[config.mk]
export PLATFORM = sky130hd
export DESIGN_NAME = licznik_odczyt_disp_flat
export DESIGN_NICKNAME = d
export VERILOG_FILES = /design/src/rtl/licznik_odczyt_disp_if.sv /design/src/rtl/licznik_odczyt_disp.sv /design/src/flat_wrapper.sv
export SDC_FILE = /design/constraint.sdc
export NUM_CORES = 1
export LEC_CHECK = 0
export ABC_AREA = 1
export CORE_MARGIN = 4
export CORE_UTILIZATION = 35
export CTS_CLUSTER_DIAMETER = 60
export CTS_CLUSTER_SIZE = 12
export DETAILED_ROUTE_END_ITERATION = 10
export GPL_TIMING_DRIVEN = 0
export PLACE_DENSITY = 0.56
export REMOVE_ABC_BUFFERS = 1
export SLEW_MARGIN = 10
export SYNTH_ARGS = -nofsm -noshare
export SYNTH_HDL_FRONTEND = slang
export SYNTH_SLANG_ARGS = --single-unit
[constraint.sdc]
create_clock -name clk -period 2.2 [get_ports clk]
set_input_delay 0.22 -clock clk [delete_from_list [all_inputs] [get_ports clk]]
set_output_delay 0.22 -clock clk [all_outputs]
set_load 0.03 [all_outputs]
[src/rtl/licznik_odczyt_disp_if.sv]
// Bundle of the count input and the published count/display outputs.
// The master side drives the raw count; the slave side is the consumer.
interface licznik_odczyt_disp_if;
  logic [3:0] cnt_in;
  logic [3:0] cnt_q;
  logic       upd;
  logic       wrap;
  logic [3:0] wrap_cnt;
  logic [6:0] seg;
  logic [1:0] an;

  modport master (
    output cnt_in,
    input  cnt_q,
    input  upd,
    input  wrap,
    input  wrap_cnt,
    input  seg,
    input  an
  );

  modport slave (
    input  cnt_in,
    output cnt_q,
    output upd,
    output wrap,
    output wrap_cnt,
    output seg,
    output an
  );
endinterface

[src/rtl/licznik_odczyt_disp.sv]
// Consumer of the ripple counter: resynchronises and debounces the count,
// publishes it with update/wrap strobes and drives a 2-digit 7-segment display.
module licznik_odczyt_disp #(
  parameter int STABLE_CYCLES = 4,
  parameter int REFRESH_DIV   = 50000
) (
  input  logic                  clk,
  input  logic                  reset,
  licznik_odczyt_disp_if.slave  bus
);

  localparam int STAB_W = (STABLE_CYCLES > 1) ? $clog2(STABLE_CYCLES) : 1;
  localparam logic [STAB_W-1:0] STAB_MAX = STAB_W'(STABLE_CYCLES - 1);
  localparam int RC_W = $clog2(REFRESH_DIV);
  localparam logic [RC_W-1:0] RC_MAX = RC_W'(REFRESH_DIV - 1);

  logic [3:0]        s1;
  logic [3:0]        s2;
  logic [3:0]        cand;
  logic [STAB_W-1:0] stab;
  logic              accept;
  logic              decrease;
  logic [3:0]        cnt_q;
  logic              upd;
  logic              wrap;
  logic [3:0]        wrap_cnt;
  logic [RC_W-1:0]   rcnt;
  logic              sel;
  logic [3:0]        shown;
  logic [6:0]        seg;
  logic [1:0]        an;

  function automatic logic [6:0] hex7(input logic [3:0] v);
    logic [6:0] r;
    case (v)
      4'h0:    r = 7'b1000000;
      4'h1:    r = 7'b1111001;
      4'h2:    r = 7'b0100100;
      4'h3:    r = 7'b0110000;
      4'h4:    r = 7'b0011001;
      4'h5:    r = 7'b0010010;
      4'h6:    r = 7'b0000010;
      4'h7:    r = 7'b1111000;
      4'h8:    r = 7'b0000000;
      4'h9:    r = 7'b0010000;
      4'hA:    r = 7'b0001000;
      4'hB:    r = 7'b0000011;
      4'hC:    r = 7'b1000110;
      4'hD:    r = 7'b0100001;
      4'hE:    r = 7'b0000110;
      default: r = 7'b0001110;
    endcase
    return r;
  endfunction

  // Two-flop synchroniser; s1 may be metastable so only s2 feeds logic.
  always_ff @(posedge clk or negedge reset) begin
    if (!reset) begin
      s1 <= 4'h0;
      s2 <= 4'h0;
    end else begin
      s1 <= bus.cnt_in;
      s2 <= s1;
    end
  end

  // Ripple intermediates never persist, so a code must stay put to be trusted.
  always_ff @(posedge clk or negedge reset) begin
    if (!reset) begin
      cand <= 4'h0;
      stab <= '0;
    end else if (s2 != cand) begin
      cand <= s2;
      stab <= '0;
    end else if (stab < STAB_MAX) begin
      stab <= stab + STAB_W'(1);
    end
  end

  assign accept   = (stab == STAB_MAX) && (s2 == cand) && (cand != cnt_q);
  assign decrease = cand < cnt_q;

  always_ff @(posedge clk or negedge reset) begin
    if (!reset) begin
      cnt_q    <= 4'h0;
      upd      <= 1'b0;
      wrap     <= 1'b0;
      wrap_cnt <= 4'h0;
    end else begin
      upd  <= accept;
      wrap <= accept && decrease;
      if (accept) begin
        cnt_q <= cand;
      end
      if (accept && decrease) begin
        wrap_cnt <= wrap_cnt + 4'd1;
      end
    end
  end

  // Digit slot timer runs freely, unaffected by filter activity.
  always_ff @(posedge clk or negedge reset) begin
    if (!reset) begin
      rcnt <= '0;
      sel  <= 1'b0;
    end else if (rcnt == RC_MAX) begin
      rcnt <= '0;
      sel  <= ~sel;
    end else begin
      rcnt <= rcnt + RC_W'(1);
    end
  end

  always_comb begin
    shown = sel ? wrap_cnt : cnt_q;
  end

  // Enable and segments share one register stage so they never disagree.
  always_ff @(posedge clk or negedge reset) begin
    if (!reset) begin
      an  <= 2'b10;
      seg <= 7'b1000000;
    end else begin
      an  <= sel ? 2'b01 : 2'b10;
      seg <= hex7(shown);
    end
  end

  assign bus.cnt_q    = cnt_q;
  assign bus.upd      = upd;
  assign bus.wrap     = wrap;
  assign bus.wrap_cnt = wrap_cnt;
  assign bus.seg      = seg;
  assign bus.an       = an;

endmodule
[src/flat_wrapper.sv]
// flat-port wrapper written by rule: the top's interface ports become plain ports
module licznik_odczyt_disp_flat 
#(
  parameter int STABLE_CYCLES = 4,
  parameter int REFRESH_DIV   = 50000
)
  (clk, reset, bus_cnt_in, bus_cnt_q, bus_upd, bus_wrap, bus_wrap_cnt, bus_seg, bus_an);
  licznik_odczyt_disp_if bus_i ();
  input  logic clk;
  input  logic reset;
  input wire logic [$bits(bus_i.cnt_in)-1:0] bus_cnt_in;
  output wire logic [$bits(bus_i.cnt_q)-1:0] bus_cnt_q;
  output wire logic [$bits(bus_i.upd)-1:0] bus_upd;
  output wire logic [$bits(bus_i.wrap)-1:0] bus_wrap;
  output wire logic [$bits(bus_i.wrap_cnt)-1:0] bus_wrap_cnt;
  output wire logic [$bits(bus_i.seg)-1:0] bus_seg;
  output wire logic [$bits(bus_i.an)-1:0] bus_an;
  assign bus_i.cnt_in = bus_cnt_in;
  assign bus_cnt_q = bus_i.cnt_q;
  assign bus_upd = bus_i.upd;
  assign bus_wrap = bus_i.wrap;
  assign bus_wrap_cnt = bus_i.wrap_cnt;
  assign bus_seg = bus_i.seg;
  assign bus_an = bus_i.an;
  licznik_odczyt_disp #(.STABLE_CYCLES(STABLE_CYCLES), .REFRESH_DIV(REFRESH_DIV)) u_core (.clk(clk), .reset(reset), .bus(bus_i));
endmodule
# Yosys cells after proc, flatten, opt, wreduce, memory -nomap -nowiden
# Memory sizes are Yosys's and may differ from the RTL's. A register that Yosys moved wholly into a read port is not among the register bits.
# Cells that the tools add are included.
[totals]
rom_bits = 112
mem_count = 1
out_inout_bits = 19
reg_bits = 43
word_cells = 33
latch_bits = 0
ramBits = 0
[op_classes]
reduce_logical = 5
muxes = 5
n_eq_ne = 5
n_lt_le_gt_ge = 2
n_shift = 0
add_sub_neg = 3
bitwise = 1
n_div = 0
multipliers = 0
[mem_list]
columns = ["name", "words", "word_bits", "read_ports", "rd_ports_with_merged_regs", "write_ports", "line_no", "text"]
rows = [
  ["(name not given)", 16, 7, 1, 1, 0, "licznik_odczyt_disp.sv:35", "case (v)"],
]
[ops]
columns = ["op", "n"]
rows = [
  ["16-bit by 1-bit adder with 16-bit output, second input constant", 1],
  ["16-bit == test, second input constant", 1],
  ["16-bit two-way mux", 1],
  ["4-bit inequality test", 2],
  ["2-bit two-way mux", 3],
  ["4-bit by 1-bit adder with 4-bit output, second input constant", 1],
  ["4-bit == test", 1],
  ["4-bit less-than comparator", 1],
  ["4-bit two-way mux", 1],
  ["1-bit logical AND", 3],
  ["2-bit by 1-bit adder with 2-bit output, second input constant", 1],
  ["2-bit == test, second input constant", 1],
  ["2-bit less-than comparator, second input constant", 1],
  ["2-bit nonzero test", 1],
  ["1-bit zero test", 1],
  ["1-bit NOT", 1],
]

# Logic depth before layout (Yosys ltp)
[depth]
ltp_word = 4
mapped_depth = 9

# Worst setup path after synthesis
# Ideal clock, no wire load.
[synth_timing]
kind = "register to register"
start = "register u_core.cnt_q[3] (netlist: u_core.bus.cnt_q[3])"
end = "register u_core.wrap_cnt[2] (netlist: u_core.bus.wrap_cnt[2])"
stages_incl_launch_ff = 9
arrival_ns = 1.592
setup_ns = 0.119
n_path_buf = 0
period_less_slack_ns = 1.710
setup_slack_ns = 0.490
cell_sequence = "dfrtp_1 inv_1 ha_1 nand2_1 nor2_1 nor2_4 nand4_4 nand2_1 nand2_1"
[synth_between]
elab_chain_cells = 3
word_cells_on_any_way = 4
classes_between = "order compare (1); eq/ne (1); reduce/logical (2)"
[synth_rtl]
columns = ["element", "line_no", "text"]
rows = [
  ["start, declared", "licznik_odczyt_disp.sv:23", "logic [3:0] cnt_q;"],
  ["start signal, assigned", "licznik_odczyt_disp.sv:93", "cnt_q <= cand;"],
  ["parallel branches: the longest is 2 deep, another holds 4-bit less-than comparator", "--", ""],
  ["1-bit logical AND (*)", "licznik_odczyt_disp.sv:95", "if (accept && decrease) begin"],
  ["end signal, assigned", "licznik_odczyt_disp.sv:96", "wrap_cnt <= wrap_cnt + 4'd1;"],
  ["end, declared", "licznik_odczyt_disp.sv:26", "logic [3:0] wrap_cnt;"],
]
# Mark *: on every way between the ends.
# A chain may end at the register's enable or synchronous reset.

# Final worst setup path
[layout_timing]
start = "register u_core.sel"
end = "register u_core.seg[0] (netlist: u_core.bus.seg[0])"
[layout_between]
elab_chain_cells = 1
[layout_rtl]
columns = ["element", "line_no", "text"]
rows = [
  ["start, declared", "licznik_odczyt_disp.sv:28", "logic sel;"],
  ["start signal, assigned", "licznik_odczyt_disp.sv:108", "sel <= ~sel;"],
  ["4-bit two-way mux", "licznik_odczyt_disp.sv:115", "shown = sel ? wrap_cnt : cnt_q;"],
  ["end, declared", "licznik_odczyt_disp.sv:30", "logic [6:0] seg;"],
]
# No other way between the ends.

==> results by group <==
Run status
  • Status: finished clean

Timing
  • Worst Clk Skew: about 0.0076 ns
  • Slew headroom: 0.687
  • Hold slack: 0.341 ns
  • Final setup margin: approximately 0.33 ns
  • Final period util: 0.851
  • RSZ-0062 raised after global routing: false
  • Final Hold Fails: 0
  • Setup_tns: 0 ns
  • Actual slew at the worst max-slew pin: 0.470 ns
  • Crit path time final: ~1.9 ns
  • Final Setup Violations: 0
  • Max Clock Freq: between 500 and 600 MHz
  • Slew Viols, Final: 0

Yosys
  • Mapped Area: roughly 2600 um^2
  • Seq/Total Area, Yosys: 0.488
  • Most frequent cell after synthesis: nand2_1
  • Most area-hungry cell type in the Yosys netlist: dfrtp_1
  • Post-synth top cells: 71 x nand2_1, 48 x dfrtp_1, 41 x inv_1
  • Yosys cell types: 31
  • Top post-synthesis cells by area: dfrtp_1 47%, nand2_1 10%, ha_1 6.3%
  • Synth top area share: 0.467
  • Synth Flop Type: dfrtp_1
  • Async set-reset flop share out of synthesis: 1.00
  • Post-Synthesis Cells: slightly below 300
  • Synthesized area per cell: 8.80 um^2
  • Yosys warnings: 0
  • Flops & latches, synth: 50
  • Post-synth EDFFs: 0

Routing
  • Routed WL per cell: 10.1 um
  • Overall via count from detail_route: approximately 1,800
  • DRT Wirelength: 4.20 mm
  • Starting DRC count in detailed routing: 57
  • Drt first pass iters: 4
  • Vias per inst: 4.30
  • Final ANT Viol Nets: 0
  • DRC: 0

GRT
  • Vias in the first global route: between 1,500 and 2,000
  • Largest net degree at the start of global routing: 31
  • Initial antenna violation count: 0
  • Gr ovfl total: 0
  • Global-route wire length before repair: between 7 and 8 mm
  • Global Route Usage Sum: 0.109

Pwr
  • Pint: 1.31 mW
  • Clock share of power: 0.396
  • Design Power: roughly 1.7 mW
  • Sw Ratio: 0.226
  • Reg power frac: 0.557
  • Power share of the combinational group: 0.046
  • Leak: ~1.5 nW
  • Max VDD drop: ~0.26 mV
  • Pwr Density: 557 nW/um^2
  • Sw power: roughly 0.38 mW

Worst setup path
  • Slowest CP cell: dfrtp_1
  • Worst R2R Setup Slack: ~0.33 ns
  • Crit path launch type: flip-flop
  • CP max FO: 10
  • Critical path arrival: between 2 and 2.5 ns
  • Slowest stage delay, CP: roughly 0.54 ns
  • Crit path cell chain: o21ai_1 -> inv_1 -> ha_1 -> inv_1 -> o21ai_2 -> o21ai_1 -> nand2_1
  • Worst setup EP type: flip-flop
  • WS Path Type: flip-flop to flip-flop
  • Data required time of the worst path: approximately 2.4 ns

Finish
  • Share of cells above drive strength 1: 0.138
  • Footprint of the multi-input gates: 1100 um^2
  • Final net count: roughly 340
  • Design area: around 3000 um^2
  • Post-Layout Cell Count: between 400 and 500
  • Fin util: 0.437
  • ANT cells: 0
  • Layout area overhead: 18.1%
  • # fillers: slightly below 700
  • Reg area: roughly 1300 um^2

Clocking
  • TritonCTS clock tree: built
  • Clock buffer depth: 2
  • CTS Buf Count: 5
  • Root Buffer: clkbuf_8
  • H-tree levels: 2
  • Skew-Pair Late Insertion Delay: about 0.30 ns
  • Clock transition at path regs: approximately 0.10 ns
  • Clock sinks: 50

Floorplanning
  • Core area: roughly 7000 um^2
  • Die height: around 94 um
  • Starting Density: 0.370
  • Site Rows: 30
  • DIE AREA: 8780 um^2
  • Die extent in x: 93.7 um
  • I/O pin total: 25

Place
  • Placer's final routability congestion estimate: 0.846
  • Dpl cell area: slightly below 3000 um^2
  • Port-buffer cells: 24
  • HPWL after DPL: approximately 3.3 mm
  • DP Cell Count: a little over 400
  • Pre-CTS worst setup slack: around 0.31 ns

Min path
  • Hold crit path type: primary input to flip-flop

Job
  • Max-cap violations: 0
==> worst paths after layout <==
| check | from | endpoint | cells past startpoint |
|---|---|---|---|
| worst max-delay path | u_core.sel | u_core.bus.seg[0] | 7 |
| worst min-delay path | bus_cnt_in[3] | u_core.s1[3] | 1 |
| worst max register to register | u_core.sel | u_core.bus.seg[0] | 7 |
| worst min register to register | u_core.s1[0] | u_core.s2[0] | 0 |
| max in group asynchronous | reset | u_core.bus.seg[0] | 3 |
| min in group asynchronous | reset | u_core.s1[0] | 2 |
==> critical path, delay by kind of cell (launching register included) <==
kind / cells / cell delay (ns)
AOI/OAI and AO/OA: 3 / 0.63
DFF: 1 / 0.54
buffers and inverters: 2 / 0.27
adders and majority gates: 1 / 0.25
and+or+nand+nor: 1 / 0.06
==> logic make-up after synthesis <==
logic type,after synthesis,synth area share
AND/OR/NAND/NOR,145,0.272
buffers and inverters,53,0.0833
flip-flops,50,0.488
AO/OA/AOI/OAI,21,0.0594
adder cells (fa/ha/maj),13,0.0633
XOR/XNOR,10,0.0341
==> power groups by stage <==
| stage | Sequential, mW | Combinational, mW | Clock [mW] |
|---|---|---|---|
| detailed placement | 0.959 | 0.0800 | 0 |
| CTS | 0.941 | 0.0811 | 0.706 |
| floorplan | 0.958 | 0.0412 | 0 |
| global placement | 0.959 | 0.0749 | 0 |
| global route | 0.943 | 0.0901 | 0.734 |
| finish | 0.941 | 0.0782 | 0.669 |
==> area by class of cell <==
type / count / share of cell area
inverters: 47 / 0.0581
clock buffers: 5 / 0.0227
repair buffers: 26 / 0.0874
well taps: 96 / 0.0396
clock inverters: 3 / 0.0157
multi-input cells: 189 / 0.363
flip-flops and latches: 50 / 0.413
==> placed cells by master (no fill, tap or decap), types with 3 or more instances in the layout <==
cell type	count
ha_1	13
nand3_1	17
inv_1	41
nand2_2	8
clkbuf_8	5
nand2_1	71
o21ai_0	3
xor2_1	8
clkdlybuf4s50_1	23
nor2_1	24
nand4_1	6
dfrtp_1	48
inv_2	5
nor3_1	7
o21ai_1	8
nor2_4	3
nor2_2	3
==> timing repair <==
action	in CTS	in global routing
resized for setup	0	0
hold endpoints to repair	18	0
hold buffers	1	0
setup buffers	0	0
==> layer usage <==
metal	track usage	vias to the layer above	routed length (um)
li1	-	963	-
met1	0.139	797	2060
met2	0.177	22	1900
met3	0.0264	6	165
met4	0.0457	0	74
met5	0	-	0
==> state kept, by name (all words and copies together), names as in the netlist <==
signal / flops
u_core.bus.wrap: 1
u_core.bus.seg: 7
u_core.bus.wrap_cnt: 4
u_core.cand: 4
u_core.bus.an: 2
u_core.s1: 4
u_core.bus.upd: 1
u_core.bus.cnt_q: 4
u_core.stab: 2
u_core.rcnt: 16
u_core.s2: 4
u_core.sel: 1
(Power assumes the default switching activity.)
